## config.mk

```make
export PLATFORM = sky130hd
export DESIGN_NAME = pipe_ctrl_hazard_flat
export DESIGN_NICKNAME = d
export VERILOG_FILES = /design/src/rtl/pipe_ctrl_hazard_if.sv /design/src/rtl/pipe_ctrl_hazard.sv /design/src/flat_wrapper.sv
export SDC_FILE = /design/constraint.sdc
export NUM_CORES = 1
export LEC_CHECK = 0
export CORE_AREA = 3 3 86 88
export DETAILED_ROUTE_END_ITERATION = 8
export DIE_AREA = 0 0 89 91
export GPL_ROUTABILITY_DRIVEN = 0
export PLACE_DENSITY = 0.8
export SLEW_MARGIN = 10
export SYNTH_ARGS = -nofsm -noshare
export SYNTH_HDL_FRONTEND = slang
export SYNTH_SLANG_ARGS = --single-unit
```

## constraint.sdc

```tcl
create_clock -name clk -period 3.5 [get_ports clk]
set_clock_uncertainty 0.05 [all_clocks]
set_input_delay 0.7 -clock clk [delete_from_list [all_inputs] [get_ports clk]]
set_output_delay 0.7 -clock clk [all_outputs]
set_load 0.02 [all_outputs]
```

## src/rtl/pipe_ctrl_hazard_if.sv

```systemverilog
// Decode/hazard controller bus: ID-stage instruction fields in, pipeline
// control bundles, stall/flush steering and performance counters out.
interface pipe_ctrl_hazard_if #(
    parameter int unsigned ALUOP_W = 4,
    parameter int unsigned REG_AW  = 5,
    parameter int unsigned CNT_W   = 16
);
    logic               id_valid;
    logic [5:0]         id_opcode;
    logic [5:0]         id_funct;
    logic [REG_AW-1:0]  id_rs;
    logic [REG_AW-1:0]  id_rt;
    logic [REG_AW-1:0]  id_rd;
    logic               ex_cond;

    logic               pc_en;
    logic               ifid_en;
    logic               ifid_flush;
    logic               id_jump;
    logic               id_jr;
    logic [ALUOP_W-1:0] ex_aluop;
    logic               ex_alusrc_imm;
    logic               ex_branch;
    logic               ex_sext;
    logic               mem_write;
    logic               mem_sext_ld;
    logic               wb_regwrite;
    logic               wb_memtoreg;
    logic               wb_link;
    logic [REG_AW-1:0]  wb_dst;
    logic               illegal;
    logic [CNT_W-1:0]   stall_cnt;
    logic [CNT_W-1:0]   flush_cnt;

    modport master (
        output id_valid, id_opcode, id_funct, id_rs, id_rt, id_rd, ex_cond,
        input  pc_en, ifid_en, ifid_flush, id_jump, id_jr,
               ex_aluop, ex_alusrc_imm, ex_branch, ex_sext,
               mem_write, mem_sext_ld,
               wb_regwrite, wb_memtoreg, wb_link, wb_dst,
               illegal, stall_cnt, flush_cnt
    );

    modport slave (
        input  id_valid, id_opcode, id_funct, id_rs, id_rt, id_rd, ex_cond,
        output pc_en, ifid_en, ifid_flush, id_jump, id_jr,
               ex_aluop, ex_alusrc_imm, ex_branch, ex_sext,
               mem_write, mem_sext_ld,
               wb_regwrite, wb_memtoreg, wb_link, wb_dst,
               illegal, stall_cnt, flush_cnt
    );
endinterface

```

## src/rtl/pipe_ctrl_hazard.sv

```systemverilog
// 5-stage MIPS pipeline controller: ID decode, load-use / branch / jump hazard
// steering, ID/EX -> EX/MEM -> MEM/WB control registers and event counters.
module pipe_ctrl_hazard #(
    parameter int unsigned ALUOP_W = 4,
    parameter int unsigned REG_AW  = 5,
    parameter int unsigned CNT_W   = 16,
    parameter bit          HALF_EN = 1'b1
) (
    input  logic              clk,
    input  logic              rst_n,
    pipe_ctrl_hazard_if.slave bus
);
    typedef struct packed {
        logic [ALUOP_W-1:0] aluop;
        logic               alusrc_imm;
        logic               branch;
        logic               sext;
        logic               memwrite;
        logic               sext_ld;
        logic               regwrite;
        logic               memtoreg;
        logic               link;
        logic [REG_AW-1:0]  dst;
    } ctrl_t;

    ctrl_t            dec, idex_d, idex_q, exmem_q, memwb_q;
    logic             dec_illegal, dec_jump, dec_jr, uses_rt;
    logic             loaduse, br_taken, stall, jump_go, bubble;
    logic             illegal_q;
    logic [CNT_W-1:0] stall_cnt_q, flush_cnt_q;
    logic             unused_wb_bits;

    always_comb begin
        dec         = '0;
        dec_illegal = 1'b0;
        dec_jump    = 1'b0;
        dec_jr      = 1'b0;
        uses_rt     = 1'b0;
        case (bus.id_opcode)
            6'h00: begin
                uses_rt      = 1'b1;
                dec.dst      = bus.id_rd;
                dec.regwrite = 1'b1;
                case (bus.id_funct)
                    6'h20: dec.aluop = ALUOP_W'(4'd1);
                    6'h22: dec.aluop = ALUOP_W'(4'd2);
                    6'h24: dec.aluop = ALUOP_W'(4'd3);
                    6'h25: dec.aluop = ALUOP_W'(4'd4);
                    6'h26: dec.aluop = ALUOP_W'(4'd5);
                    6'h27: dec.aluop = ALUOP_W'(4'd6);
                    6'h2A: dec.aluop = ALUOP_W'(4'd7);
                    6'h00: dec.aluop = ALUOP_W'(4'd8);
                    6'h02: dec.aluop = ALUOP_W'(4'd9);
                    6'h08: begin dec.regwrite = 1'b0; dec_jr = 1'b1; end
                    6'h09: begin dec.link = 1'b1; dec_jr = 1'b1; end
                    default: begin dec = '0; dec_illegal = 1'b1; end
                endcase
            end
            6'h08, 6'h0C, 6'h0A, 6'h0D: begin
                dec.alusrc_imm = 1'b1;
                dec.regwrite   = 1'b1;
                dec.dst        = bus.id_rt;
                case (bus.id_opcode)
                    6'h08:   dec.aluop = ALUOP_W'(4'd1);
                    6'h0C:   dec.aluop = ALUOP_W'(4'd3);
                    6'h0A:   dec.aluop = ALUOP_W'(4'd7);
                    default: dec.aluop = ALUOP_W'(4'd4);
                endcase
            end
            6'h04, 6'h05: begin
                uses_rt    = 1'b1;
                dec.branch = 1'b1;
                dec.dst    = bus.id_rt;
                dec.aluop  = (bus.id_opcode == 6'h04) ? ALUOP_W'(4'd10) : ALUOP_W'(4'd11);
            end
            6'h23, 6'h21: begin
                if (bus.id_opcode == 6'h21 && !HALF_EN) begin
                    dec_illegal = 1'b1;
                end else begin
                    dec.aluop      = ALUOP_W'(4'd1);
                    dec.alusrc_imm = 1'b1;
                    dec.regwrite   = 1'b1;
                    dec.memtoreg   = 1'b1;
                    dec.sext_ld    = (bus.id_opcode == 6'h21);
                    dec.dst        = bus.id_rt;
                end
            end
            6'h2B, 6'h29: begin
                if (bus.id_opcode == 6'h29 && !HALF_EN) begin
                    dec_illegal = 1'b1;
                end else begin
                    uses_rt        = 1'b1;
                    dec.aluop      = ALUOP_W'(4'd1);
                    dec.alusrc_imm = 1'b1;
                    dec.memwrite   = 1'b1;
                    dec.sext       = (bus.id_opcode == 6'h29);
                    dec.dst        = bus.id_rt;
                end
            end
            6'h02: dec_jump = 1'b1;
            6'h03: begin
                dec_jump     = 1'b1;
                dec.link     = 1'b1;
                dec.regwrite = 1'b1;
                dec.dst      = '1;
            end
            default: dec_illegal = 1'b1;
        endcase
        // register 0 is hardwired, so a write there is dropped at decode
        if (dec.dst == '0) dec.regwrite = 1'b0;
    end

    assign loaduse  = idex_q.memtoreg && (idex_q.dst != '0) && bus.id_valid &&
                      ((idex_q.dst == bus.id_rs) || (uses_rt && (idex_q.dst == bus.id_rt)));
    assign br_taken = idex_q.branch && bus.ex_cond;
    assign stall    = loaduse && !br_taken;
    assign jump_go  = bus.id_valid && !br_taken && !loaduse && (dec_jump || dec_jr);
    assign bubble   = br_taken || loaduse || !bus.id_valid;
    assign idex_d   = bubble ? '0 : dec;

    assign bus.pc_en      = !stall;
    assign bus.ifid_en    = !stall;
    assign bus.ifid_flush = br_taken || jump_go;
    assign bus.id_jump    = jump_go && dec_jump;
    assign bus.id_jr      = jump_go && dec_jr;

    always_ff @(posedge clk or negedge rst_n) begin
        if (!rst_n) begin
            idex_q      <= '0;
            exmem_q     <= '0;
            memwb_q     <= '0;
            illegal_q   <= 1'b0;
            stall_cnt_q <= '0;
            flush_cnt_q <= '0;
        end else begin
            idex_q    <= idex_d;
            exmem_q   <= idex_q;
            memwb_q   <= exmem_q;
            illegal_q <= dec_illegal && !bubble;
            if (stall && (stall_cnt_q != '1))
                stall_cnt_q <= stall_cnt_q + CNT_W'(1);
            if ((br_taken || jump_go) && (flush_cnt_q != '1))
                flush_cnt_q <= flush_cnt_q + CNT_W'(1);
        end
    end

    assign bus.ex_aluop      = idex_q.aluop;
    assign bus.ex_alusrc_imm = idex_q.alusrc_imm;
    assign bus.ex_branch     = idex_q.branch;
    assign bus.ex_sext       = idex_q.sext;
    assign bus.mem_write     = exmem_q.memwrite;
    assign bus.mem_sext_ld   = exmem_q.sext_ld;
    assign bus.wb_regwrite   = memwb_q.regwrite;
    assign bus.wb_memtoreg   = memwb_q.memtoreg;
    assign bus.wb_link       = memwb_q.link;
    assign bus.wb_dst        = memwb_q.dst;
    assign bus.illegal       = illegal_q;
    assign bus.stall_cnt     = stall_cnt_q;
    assign bus.flush_cnt     = flush_cnt_q;

    // EX/MEM-only fields ride along in MEM/WB to keep one bundle type
    assign unused_wb_bits = ^{memwb_q.aluop, memwb_q.alusrc_imm, memwb_q.branch,
                              memwb_q.sext, memwb_q.memwrite, memwb_q.sext_ld};
endmodule
```

## src/flat_wrapper.sv

```systemverilog
// flat-port wrapper written by rule: the top's interface ports become plain ports
module pipe_ctrl_hazard_flat 
#(
    parameter int unsigned ALUOP_W = 4,
    parameter int unsigned REG_AW  = 5,
    parameter int unsigned CNT_W   = 16,
    parameter bit          HALF_EN = 1'b1
)
  (clk, rst_n, bus_id_valid, bus_id_opcode, bus_id_funct, bus_id_rs, bus_id_rt, bus_id_rd, bus_ex_cond, bus_pc_en, bus_ifid_en, bus_ifid_flush, bus_id_jump, bus_id_jr, bus_ex_aluop, bus_ex_alusrc_imm, bus_ex_branch, bus_ex_sext, bus_mem_write, bus_mem_sext_ld, bus_wb_regwrite, bus_wb_memtoreg, bus_wb_link, bus_wb_dst, bus_illegal, bus_stall_cnt, bus_flush_cnt);
  pipe_ctrl_hazard_if #(.ALUOP_W(ALUOP_W), .REG_AW(REG_AW), .CNT_W(CNT_W)) bus_i ();
  input  logic clk;
  input  logic rst_n;
  input wire logic [$bits(bus_i.id_valid)-1:0] bus_id_valid;
  input wire logic [$bits(bus_i.id_opcode)-1:0] bus_id_opcode;
  input wire logic [$bits(bus_i.id_funct)-1:0] bus_id_funct;
  input wire logic [$bits(bus_i.id_rs)-1:0] bus_id_rs;
  input wire logic [$bits(bus_i.id_rt)-1:0] bus_id_rt;
  input wire logic [$bits(bus_i.id_rd)-1:0] bus_id_rd;
  input wire logic [$bits(bus_i.ex_cond)-1:0] bus_ex_cond;
  output wire logic [$bits(bus_i.pc_en)-1:0] bus_pc_en;
  output wire logic [$bits(bus_i.ifid_en)-1:0] bus_ifid_en;
  output wire logic [$bits(bus_i.ifid_flush)-1:0] bus_ifid_flush;
  output wire logic [$bits(bus_i.id_jump)-1:0] bus_id_jump;
  output wire logic [$bits(bus_i.id_jr)-1:0] bus_id_jr;
  output wire logic [$bits(bus_i.ex_aluop)-1:0] bus_ex_aluop;
  output wire logic [$bits(bus_i.ex_alusrc_imm)-1:0] bus_ex_alusrc_imm;
  output wire logic [$bits(bus_i.ex_branch)-1:0] bus_ex_branch;
  output wire logic [$bits(bus_i.ex_sext)-1:0] bus_ex_sext;
  output wire logic [$bits(bus_i.mem_write)-1:0] bus_mem_write;
  output wire logic [$bits(bus_i.mem_sext_ld)-1:0] bus_mem_sext_ld;
  output wire logic [$bits(bus_i.wb_regwrite)-1:0] bus_wb_regwrite;
  output wire logic [$bits(bus_i.wb_memtoreg)-1:0] bus_wb_memtoreg;
  output wire logic [$bits(bus_i.wb_link)-1:0] bus_wb_link;
  output wire logic [$bits(bus_i.wb_dst)-1:0] bus_wb_dst;
  output wire logic [$bits(bus_i.illegal)-1:0] bus_illegal;
  output wire logic [$bits(bus_i.stall_cnt)-1:0] bus_stall_cnt;
  output wire logic [$bits(bus_i.flush_cnt)-1:0] bus_flush_cnt;
  assign bus_i.id_valid = bus_id_valid;
  assign bus_i.id_opcode = bus_id_opcode;
  assign bus_i.id_funct = bus_id_funct;
  assign bus_i.id_rs = bus_id_rs;
  assign bus_i.id_rt = bus_id_rt;
  assign bus_i.id_rd = bus_id_rd;
  assign bus_i.ex_cond = bus_ex_cond;
  assign bus_pc_en = bus_i.pc_en;
  assign bus_ifid_en = bus_i.ifid_en;
  assign bus_ifid_flush = bus_i.ifid_flush;
  assign bus_id_jump = bus_i.id_jump;
  assign bus_id_jr = bus_i.id_jr;
  assign bus_ex_aluop = bus_i.ex_aluop;
  assign bus_ex_alusrc_imm = bus_i.ex_alusrc_imm;
  assign bus_ex_branch = bus_i.ex_branch;
  assign bus_ex_sext = bus_i.ex_sext;
  assign bus_mem_write = bus_i.mem_write;
  assign bus_mem_sext_ld = bus_i.mem_sext_ld;
  assign bus_wb_regwrite = bus_i.wb_regwrite;
  assign bus_wb_memtoreg = bus_i.wb_memtoreg;
  assign bus_wb_link = bus_i.wb_link;
  assign bus_wb_dst = bus_i.wb_dst;
  assign bus_illegal = bus_i.illegal;
  assign bus_stall_cnt = bus_i.stall_cnt;
  assign bus_flush_cnt = bus_i.flush_cnt;
  pipe_ctrl_hazard #(.ALUOP_W(ALUOP_W), .REG_AW(REG_AW), .CNT_W(CNT_W), .HALF_EN(HALF_EN)) u_core (.clk(clk), .rst_n(rst_n), .bus(bus_i));
endmodule
```

# Word-level counts from Yosys, hierarchy flattened
# Cells that the tools add are included.
[word_totals]
inputBits = 31
wordCells = 116
output_inout_bits = 55
ff_bits = 68
[classes]
eq_ne = 26
addsub = 2
reduce_logical = 42
mux = 23
[ops]
columns = ["cell", "n"]
rows = [
  ["== test 6 bit (second input constant)", 11],
  ["== test 6 x 4 -> 1 bit (second input constant)", 6],
  ["one-hot mux 4 bit (9 select lines)", 1],
  ["adder 16 x 1 -> 16 bit (second input constant)", 2],
  ["inequality test 16 bit (second input constant)", 2],
  ["OR reduction 10 bit", 2],
  ["== test 6 x 2 -> 1 bit (second input constant)", 3],
  ["two-way mux 17 bit", 1],
  ["one-hot mux 4 bit (4 select lines)", 1],
  ["one-hot mux 5 bit (3 select lines)", 1],
  ["logical AND 1 bit", 14],
  ["two-way mux 1 bit", 13],
  ["== test 6 x 3 -> 1 bit (second input constant)", 2],
  ["logical NOT 6 bit", 2],
  ["OR reduction 12 bit", 1],
  ["OR reduction 11 bit", 1],
  ["== test 5 bit", 2],
  ["OR reduction 2 bit", 5],
  ["one-hot mux 3 bit (3 select lines)", 1],
  ["OR reduction 4 bit", 2],
  ["OR reduction 8 bit", 1],
  ["OR reduction 7 bit", 1],
  ["one-hot mux 1 bit (2 select lines)", 3],
  ["logical NOT 1 bit", 5],
  ["other kinds (6)", 10],
]

# Depth between registers and ports, before layout
# Gate-level depths: netlist of run 1.
[depth]
depth_word = 11
depth_mapped = 8
mapped_depth_nobuf = 6

# Worst setup path after synthesis of run 1
# Ideal clock, no wire load.
[synth_timing]
path_type = "input -> output"
from = "input port bus_id_opcode[5]"
to = "output port bus_id_jump"
path_slack_ns = 0.166
t_required_ns = 2.750
cell_stages = 6
n_path_buf = 2
arrival_time_ns = 2.584
cell_sequence = "buf_2 > or4_1 > a2111o_2 > nand4_1 > clkbuf_1 > nor2_1"
[synth_via]
elab_chain_len = 10
word_cells_on_any_way = 20
classes_between = "eq/ne: 6; mux: 3; reduce/logical: 11"
[synth_rtl]
columns = ["element", "line_no", "source"]
rows = [
  ["from (decl)", "flat_wrapper.sv:14", "input wire logic [$bits(bus_i.id_opcode)-1:0] bus_id_opcode;"],
  ["== test 6 x 3 -> 1 bit (tied with other cells)", "pipe_ctrl_hazard.sv:39", "case (bus.id_opcode)"],
  ["OR reduction 5 bit (no line)", "-", ""],
  ["two-way mux 1 bit", "-", ""],
  ["logical AND 1 bit", "pipe_ctrl_hazard.sv:114", "((idex_q.dst == bus.id_rs) || (uses_rt && (idex_q.dst == bus.id_rt)));"],
  ["logical OR 1 bit", "pipe_ctrl_hazard.sv:114", ""],
  ["logical AND 1 bit", "pipe_ctrl_hazard.sv:113", "assign loaduse = idex_q.memtoreg && (idex_q.dst != '0) && bus.id_valid &&"],
  ["logical NOT 1 bit", "pipe_ctrl_hazard.sv:117", "assign jump_go = bus.id_valid && !br_taken && !loaduse && (dec_jump || dec_jr);"],
  ["logical AND 1 bit (2 in series)", "pipe_ctrl_hazard.sv:117", ""],
  ["logical AND 1 bit *", "pipe_ctrl_hazard.sv:124", "assign bus.id_jump = jump_go && dec_jump;"],
  ["to (decl)", "flat_wrapper.sv:23", "output wire logic [$bits(bus_i.id_jump)-1:0] bus_id_jump;"],
]
# Mark *: on every way between the ends. The rest lies on a longest branch, timed or not.

# Worst setup path after layout of run 1
[layout_timing]
from = "input port bus_id_opcode[0]"
to = "output port bus_id_jr"
[layout_via]
elab_chain_len = 10
word_cells_on_any_way = 20
classes_between = "eq/ne: 6; mux: 3; reduce/logical: 11"
[layout_rtl]
columns = ["element", "line_no", "source"]
rows = [
  ["== test 6 x 3 -> 1 bit (tied with other cells)", "pipe_ctrl_hazard.sv:39", ""],
  ["OR reduction 5 bit (no line)", "-", ""],
  ["two-way mux 1 bit", "-", ""],
  ["logical AND 1 bit", "pipe_ctrl_hazard.sv:114", ""],
  ["logical OR 1 bit", "pipe_ctrl_hazard.sv:114", ""],
  ["logical AND 1 bit", "pipe_ctrl_hazard.sv:113", ""],
  ["logical NOT 1 bit", "pipe_ctrl_hazard.sv:117", ""],
  ["logical AND 1 bit (2 in series)", "pipe_ctrl_hazard.sv:117", ""],
  ["logical AND 1 bit *", "pipe_ctrl_hazard.sv:125", "assign bus.id_jr = jump_go && dec_jr;"],
  ["to (decl)", "flat_wrapper.sv:24", "output wire logic [$bits(bus_i.id_jr)-1:0] bus_id_jr;"],
]
# Marked as above.

==> run metrics, run 1 <==
outcome=finished, final reports clean; H-Tree Level Count=3; share of post-route cells with drive strength above 1=13.9%; CP required=2.75 ns; Slew HR=52.4%; Filler cells=524; DRC viols=0; Primary FF master, synth=dfrtp_1; core footprint=6720 um^2; Max clock buf depth=2; syn_area_per_cell=10.3 um^2; Cells after DPL=495; final setup vio count=0; GRT overflow=0; worst hold path class=flop to flop; CP endpoint kind=primary output; Syn Nets=352; Achievable Freq=293 MHz; clk sinks=68; Vias/cell=5.43; fin nets=460; initial antenna violation count=0; vias in the first global route=2723; Final Hold Viols=0; die area=8100 um^2; Int Pwr=1.48 mW; ys async rst share=100%; Critical Path AT=2.67 ns; max-cap check violation count=0; Max VDD drop=0.000210 V; Starting Density=48.8%; post-route ant nets=0; num ports=86; clk root buf=clkbuf_8; global-route wire length before repair=12700 um; Design Power=1.92 mW; n_diodes=0; Pre-Repair DR Iteration Count=4; Area growth syn-to-layout=40.4%; max-slew violation count=0; logic gate share of total power=12.0%; Synth Register Bits=68; clock buffer count from CTS=9; GRT Util Overall=19.9%; register area share after synthesis=51.8%; Leak=2.06 nW; die height=91 um; Chip Width=89 um; Cell variety after synth=49; via count=2780; Detailed Route WL=7570 um; Flop pwr share=43.2%; Synth Instances=319; num rows=30; Sw Ratio=23.1%; Setup CP Type=input port to primary output; post-layout min period=3.42 ns; Worst-path clk slew=0.08 ns; Slew @ Worst Pin=0.714 ns; Post-Layout Cell Count=512; synth warn=0; Starting DRT DRC Count=83; Switching Power=0.443 mW; CP startpoint kind=input port; Mapped Area=3280 um^2; unrepaired setup endpoints after global routing=false; EDFF count, synth=0; CTS tree=done; Clk network pwr share=44.8%; power per cell area=416 nW/um^2; Sequential Area=1700 um^2; input/output buffers=85; critical path peak fanout=4; Multi-input gate area=1460 um^2; Clk Latency, worst-skew pair=0.34 ns; wire length per cell=14.8 um; # hold bufs at CTS=0; Final period util=97.6%; largest net degree at the start of global routing=34; dpl hpwl=5660 um
-- cells in the mapped netlist (all sizes together) (2+ instances only) --
cell type,n,area [um^2]
buf,9,66.3
and3,5,31.3
dfrtp,68,1700
a211oi,2,27.5
nor2,29,109
a21o,4,30.0
a31oi,3,18.8
nand4,11,75.1
a221oi,6,52.6
o21ai,3,15.0
xor2,14,123
clkbuf,8,30.0
nor2b,7,43.8
nand3,11,55.1
nor4,9,56.3
or2,2,12.5
o32ai,2,17.5
inv,6,22.5
nand2b,6,37.5
xnor2,24,218
and2,3,18.8
ha,2,25.0
nand2,31,116
or4,2,15.0
a22oi,3,22.5
nor3,13,65.1
a21oi,12,71.3
nor4b,5,43.8
mux2,2,22.5
nor3b,2,15.0
or3,3,18.8
-- stage by stage --
stage	TNS, ns	setup WS (ns)	hold WS, ns	utilization (%)	instance area [um^2]
6_report	0	0.0824	0.293	68.6	4610
5_1_grt	0	0.000324	0.308	68.6	4610
4_1_cts	0	0.0268	0.295	68.8	4620
3_5_place_dp	-1.20	-0.300	0.285	64.8	4350
3_3_place_gp	-1.08	-0.279	0.283	64.8	4350
2_1_floorplan	0	0.166	0.281	-	3280
-- cell families (layout without fill, tap and decap cells) --
group | after synthesis | in the layout | share of synthesized area, %
flip-flops | 68 | 68 | 51.8
adder cells (fa/ha/maj) | 2 | 2 | 0.762
buffers and inverters | 23 | 136 | 3.62
AO/OA/AOI/OAI | 44 | 44 | 10.2
AND/OR/NAND/NOR | 141 | 141 | 22.2
multiplexers | 3 | 3 | 0.991
XOR/XNOR | 38 | 38 | 10.4
-- layer usage --
metal  vias up  routed length [um]  track usage (%)
met5         -                   0                0
met4         0                 142             8.19
met3        11                 382             4.08
met2        87                3750             32.6
met1      1341                3290             25.2
li1       1341                   -                -
-- power groups by stage --
stage / clock, mW / combinational, mW / sequential, mW
4_1_cts: 0.879 / 0.232 / 0.830
3_3_place_gp: 0 / 0.226 / 0.845
2_1_floorplan: 0 / 0.0805 / 0.864
6_report: 0.860 / 0.230 / 0.829
3_5_place_dp: 0 / 0.231 / 0.845
5_1_grt: 0.914 / 0.254 / 0.834
-- registers in the layout, indices dropped and copies added (netlist names) --
signal,flops
u_core.bus.illegal,1
u_core.bus.stall_cnt,16
u_core.exmem_q,8
u_core.bus.wb_regwrite,1
u_core.bus.wb_memtoreg,1
u_core.bus.mem_write,1
u_core.bus.ex_aluop,4
u_core.idex_q,10
u_core.bus.wb_dst,5
u_core.bus.wb_link,1
u_core.bus.ex_alusrc_imm,1
u_core.bus.mem_sext_ld,1
u_core.bus.ex_branch,1
u_core.bus.ex_sext,1
u_core.bus.flush_cnt,16
-- final timing paths --
path | startpoint | endpoint | slack [ns] | depth (start not counted)
worst min-delay path | u_core.exmem_q[1]$_DFF_PN0_ | u_core.bus.wb_dst[1]$_DFF_PN0_ | 0.29 | 0
max in group asynchronous | rst_n | u_core.bus.stall_cnt[6]$_DFFE_PN0P_ | 2.32 | 2
worst max-delay path | bus_id_opcode[0] | bus_id_jr | 0.08 | 8
worst min register to register | u_core.exmem_q[1]$_DFF_PN0_ | u_core.bus.wb_dst[1]$_DFF_PN0_ | 0.29 | 0
min in group asynchronous | rst_n | u_core.bus.stall_cnt[12]$_DFFE_PN0P_ | 0.36 | 1
worst max register to register | u_core.idex_q[3]$_DFF_PN0_ | u_core.idex_q[8]$_DFF_PN0_ | 0.94 | 8
-- final cells by class --
| type | instances | area share, % |
|---|---|---|
| Tap cell | 80 | 2.17 |
| Clock inverter | 7 | 3.18 |
| Multi-Input combinational cell | 228 | 31.7 |
| Inverter | 6 | 0.489 |
| Sequential cell | 68 | 36.9 |
| Timing Repair Buffer | 114 | 22.8 |
| Clock buffer | 9 | 2.69 |
-- cell usage in the layout, fill, tap and decap left out, types with 3 or more instances in the layout --
master and n:
buf_4 28, xnor2_1 23, and3_1 5, nor2_1 29, clkbuf_2 4, xor2_1 14, bufinv_16 4, a221oi_1 6
a22oi_1 3, nor4_1 9, a21oi_1 11, nand2_1 31, clkdlybuf4s50_1 79, nor4b_1 5, clkbuf_8 9, nor3_1 13
a31oi_1 3, inv_1 6, or3_1 3, dfrtp_1 68, a21o_1 4, nand3_1 11, and2_1 3, nor2b_1 7
nand4_1 10, nand2b_1 6, o21ai_0 3
-- repair_timing --
| item | in CTS | in global routing |
|---|---|---|
| pin swaps | 2 | 0 |
| buffers inserted | 1 | 0 |
| endpoints found under the setup margin | 5 | 4 |
| resized for setup | 8 | 8 |
-- worst max-delay path, stage by stage --
cell             delay (ns)
clkdlybuf4s50_1        0.41
nor2b_1                0.15
or4_1                  0.42
a2111o_2               0.50
nand4_1                0.15
buf_4                  0.15
nor2_1                 0.04
buf_2                  0.15
(Power assumes the default switching activity.)
==> inputs of run 2 (changes only) <==
--- a/config.mk
+++ b/config.mk
@@ -10,6 +10,7 @@
 export DIE_AREA = 0 0 89 91
 export GPL_ROUTABILITY_DRIVEN = 0
 export PLACE_DENSITY = 0.8
+export SKIP_CTS_REPAIR_TIMING = 1
 export SLEW_MARGIN = 10
 export SYNTH_ARGS = -nofsm -noshare
 export SYNTH_HDL_FRONTEND = slang
==> run 2 against run 1 <==
Routed wire length down 0.50%. Largest cell class unchanged. Via count down 0.18%. Maximum frequency down 0.86%. Critical path type unchanged. Highest routed layer unchanged. Design area up 0.98%. Die area unchanged. Global-route usage unchanged. Utilization up 0.67 points. Setup slack worse by 0.030 ns. Flip-flop and latch count unchanged.
==> run metrics, run 2 (synthesis results as in run 1) <==
outcome=finished, final reports clean; Max VDD drop=0.000210 V (-0.21%); max-slew violation count=0 (unchanged); dpl hpwl=5660 um (unchanged); max-cap check violation count=0 (unchanged); final setup vio count=0 (unchanged); Slew @ Worst Pin=0.715 ns (+0.00140 ns); wire length per cell=14.6 um (-0.89%); CP endpoint kind=primary output; worst hold path class=flop to flop; clk sinks=68 (unchanged); Starting Density=48.8% (unchanged); Final Instance Area=4650 um^2 (+0.98%); Slew HR=52.3% (-0.094 points); Leak=2.10 nW (+2.1%); hold_ws=0.293 ns (-0.000550 ns); CP required=2.75 ns (about the same); Final period util=98.5% (+0.85 points); Critical Path AT=2.70 ns (+0.03 ns); Vias/cell=5.40 (-0.57%); Worst-path clk slew=0.08 ns (about the same); num ports=86 (unchanged); Chip Width=89 um (unchanged); input/output buffers=85 (unchanged); num rows=30 (unchanged); post-route ant nets=0 (unchanged); initial antenna violation count=0 (unchanged); post-layout min period=3.45 ns (+0.0297 ns); CTS tree=done; Cells after DPL=495 (unchanged); GRT overflow=0 (unchanged); Achievable Freq=290 MHz (-0.86%); Sum Neg Setup Slack=0 ns (unchanged); Final Hold Viols=0 (unchanged); Crit path largest cell delay=0.50 ns (about the same); Area growth syn-to-layout=41.7%; critical path peak fanout=4 (unchanged); Max clock buf depth=2 (unchanged); Pre-Repair DR Iteration Count=4 (unchanged); clk root buf=clkbuf_8; DRC viols=0 (unchanged); CP startpoint kind=input port; Post-Layout Cell Count=514 (+0.39%); Starting DRT DRC Count=72 (-13%); DP Worst Slack=-0.300 ns (unchanged); core footprint=6720 um^2 (unchanged); GRT Util Overall=19.9% (unchanged); global-route wire length before repair=12700 um (unchanged); power per cell area=413 nW/um^2 (-0.91%); Setup CP Type=input port to primary output; Clk Latency, worst-skew pair=0.34 ns (about the same); commonest cells after routing, fill and taps aside=clkdlybuf4s50_1, dfrtp_1, nand2_1; CP bufs+invs=3 (unchanged); clock buffer count from CTS=9 (unchanged); Sequential Area=1700 um^2 (unchanged); most common cell after layout, fill and taps aside=clkdlybuf4s50_1; fin nets=462 (+0.43%); via count=2775 (-0.18%); Worst path slowest cell=a2111o_2; H-Tree Level Count=3 (unchanged); share of post-route cells with drive strength above 1=13.4% (-0.52 points); DP Area=4350 um^2 (unchanged); final worst slack=0.0527 ns (-0.0297 ns); Detailed Route WL=7530 um (-0.50%); CP delay by family, top=simple AND/OR/NAND/NOR gates; vias in the first global route=2718 (-0.18%); largest net degree at the start of global routing=34 (unchanged); Filler cells=516 (-1.5%); crit path cell chain=clkdlybuf4s50_1, nor2b_1, or4_1, a2111o_2, nand4_1, buf_4, nor2_1, dlymetal6s2s_1; Multi-input gate area=1460 um^2 (unchanged); n_diodes=0 (unchanged); die area=8100 um^2 (unchanged); die height=91 um (unchanged)
-- run 2: cell types whose count changed in the layout (fill, tap and decap cells not counted) --
cell | previous run | this run
buf_2 | 2 | 1
buf_4 | 28 | 30
clkbuf_2 | 4 | 1
dlymetal6s2s_1 | 0 | 4
-- run 2: power breakdown --
group | switching, mW | leakage (nW) | internal, mW
Sequential | 0.0216 | 0.936 | 0.808
Combinational | 0.113 | 1.03 | 0.118
Clock | 0.308 | 0.134 | 0.551
-- run 2: path summary, 6_finish.rpt --
path / startpoint / endpoint / slack [ns] / cells past startpoint
setup / recovery: bus_id_opcode[0] / bus_id_jump / 0.05 / 8
hold / removal: u_core.exmem_q[1]$_DFF_PN0_ / u_core.bus.wb_dst[1]$_DFF_PN0_ / 0.29 / 0
setup reg to reg: u_core.idex_q[3]$_DFF_PN0_ / u_core.idex_q[8]$_DFF_PN0_ / 0.95 / 8
hold reg to reg: u_core.exmem_q[1]$_DFF_PN0_ / u_core.bus.wb_dst[1]$_DFF_PN0_ / 0.29 / 0
max in group asynchronous: rst_n / u_core.bus.stall_cnt[6]$_DFFE_PN0P_ / 2.32 / 2
min in group asynchronous: rst_n / u_core.bus.stall_cnt[12]$_DFFE_PN0P_ / 0.36 / 1
-- run 2: metal layers --
layer	wire length [um]	global-route usage, %	share of wire, %	vias to the layer above
li1	-	-	-	1346
met1	3290	25.2	44	1333
met2	3740	32.5	50	85
met3	357	4.17	4.7	11
met4	142	8.19	1.9	0
met5	0	0	0	-
-- run 2: final cells by class --
class,count,area share [%]
Multi-Input combinational cell,228,31.4
Tap cell,80,2.15
Clock buffer,9,2.66
Sequential cell,68,36.6
Clock inverter,7,3.15
Inverter,6,0.484
Timing Repair Buffer,116,23.6
-- run 2: metrics by stage --
stage	power, mW	utilization [%]
after global placement	1.07	64.8
after detailed placement	1.08	64.8
final	1.92	69.2
after global routing	2.00	69.2
after floorplan	0.945	-
after CTS	1.94	68.8
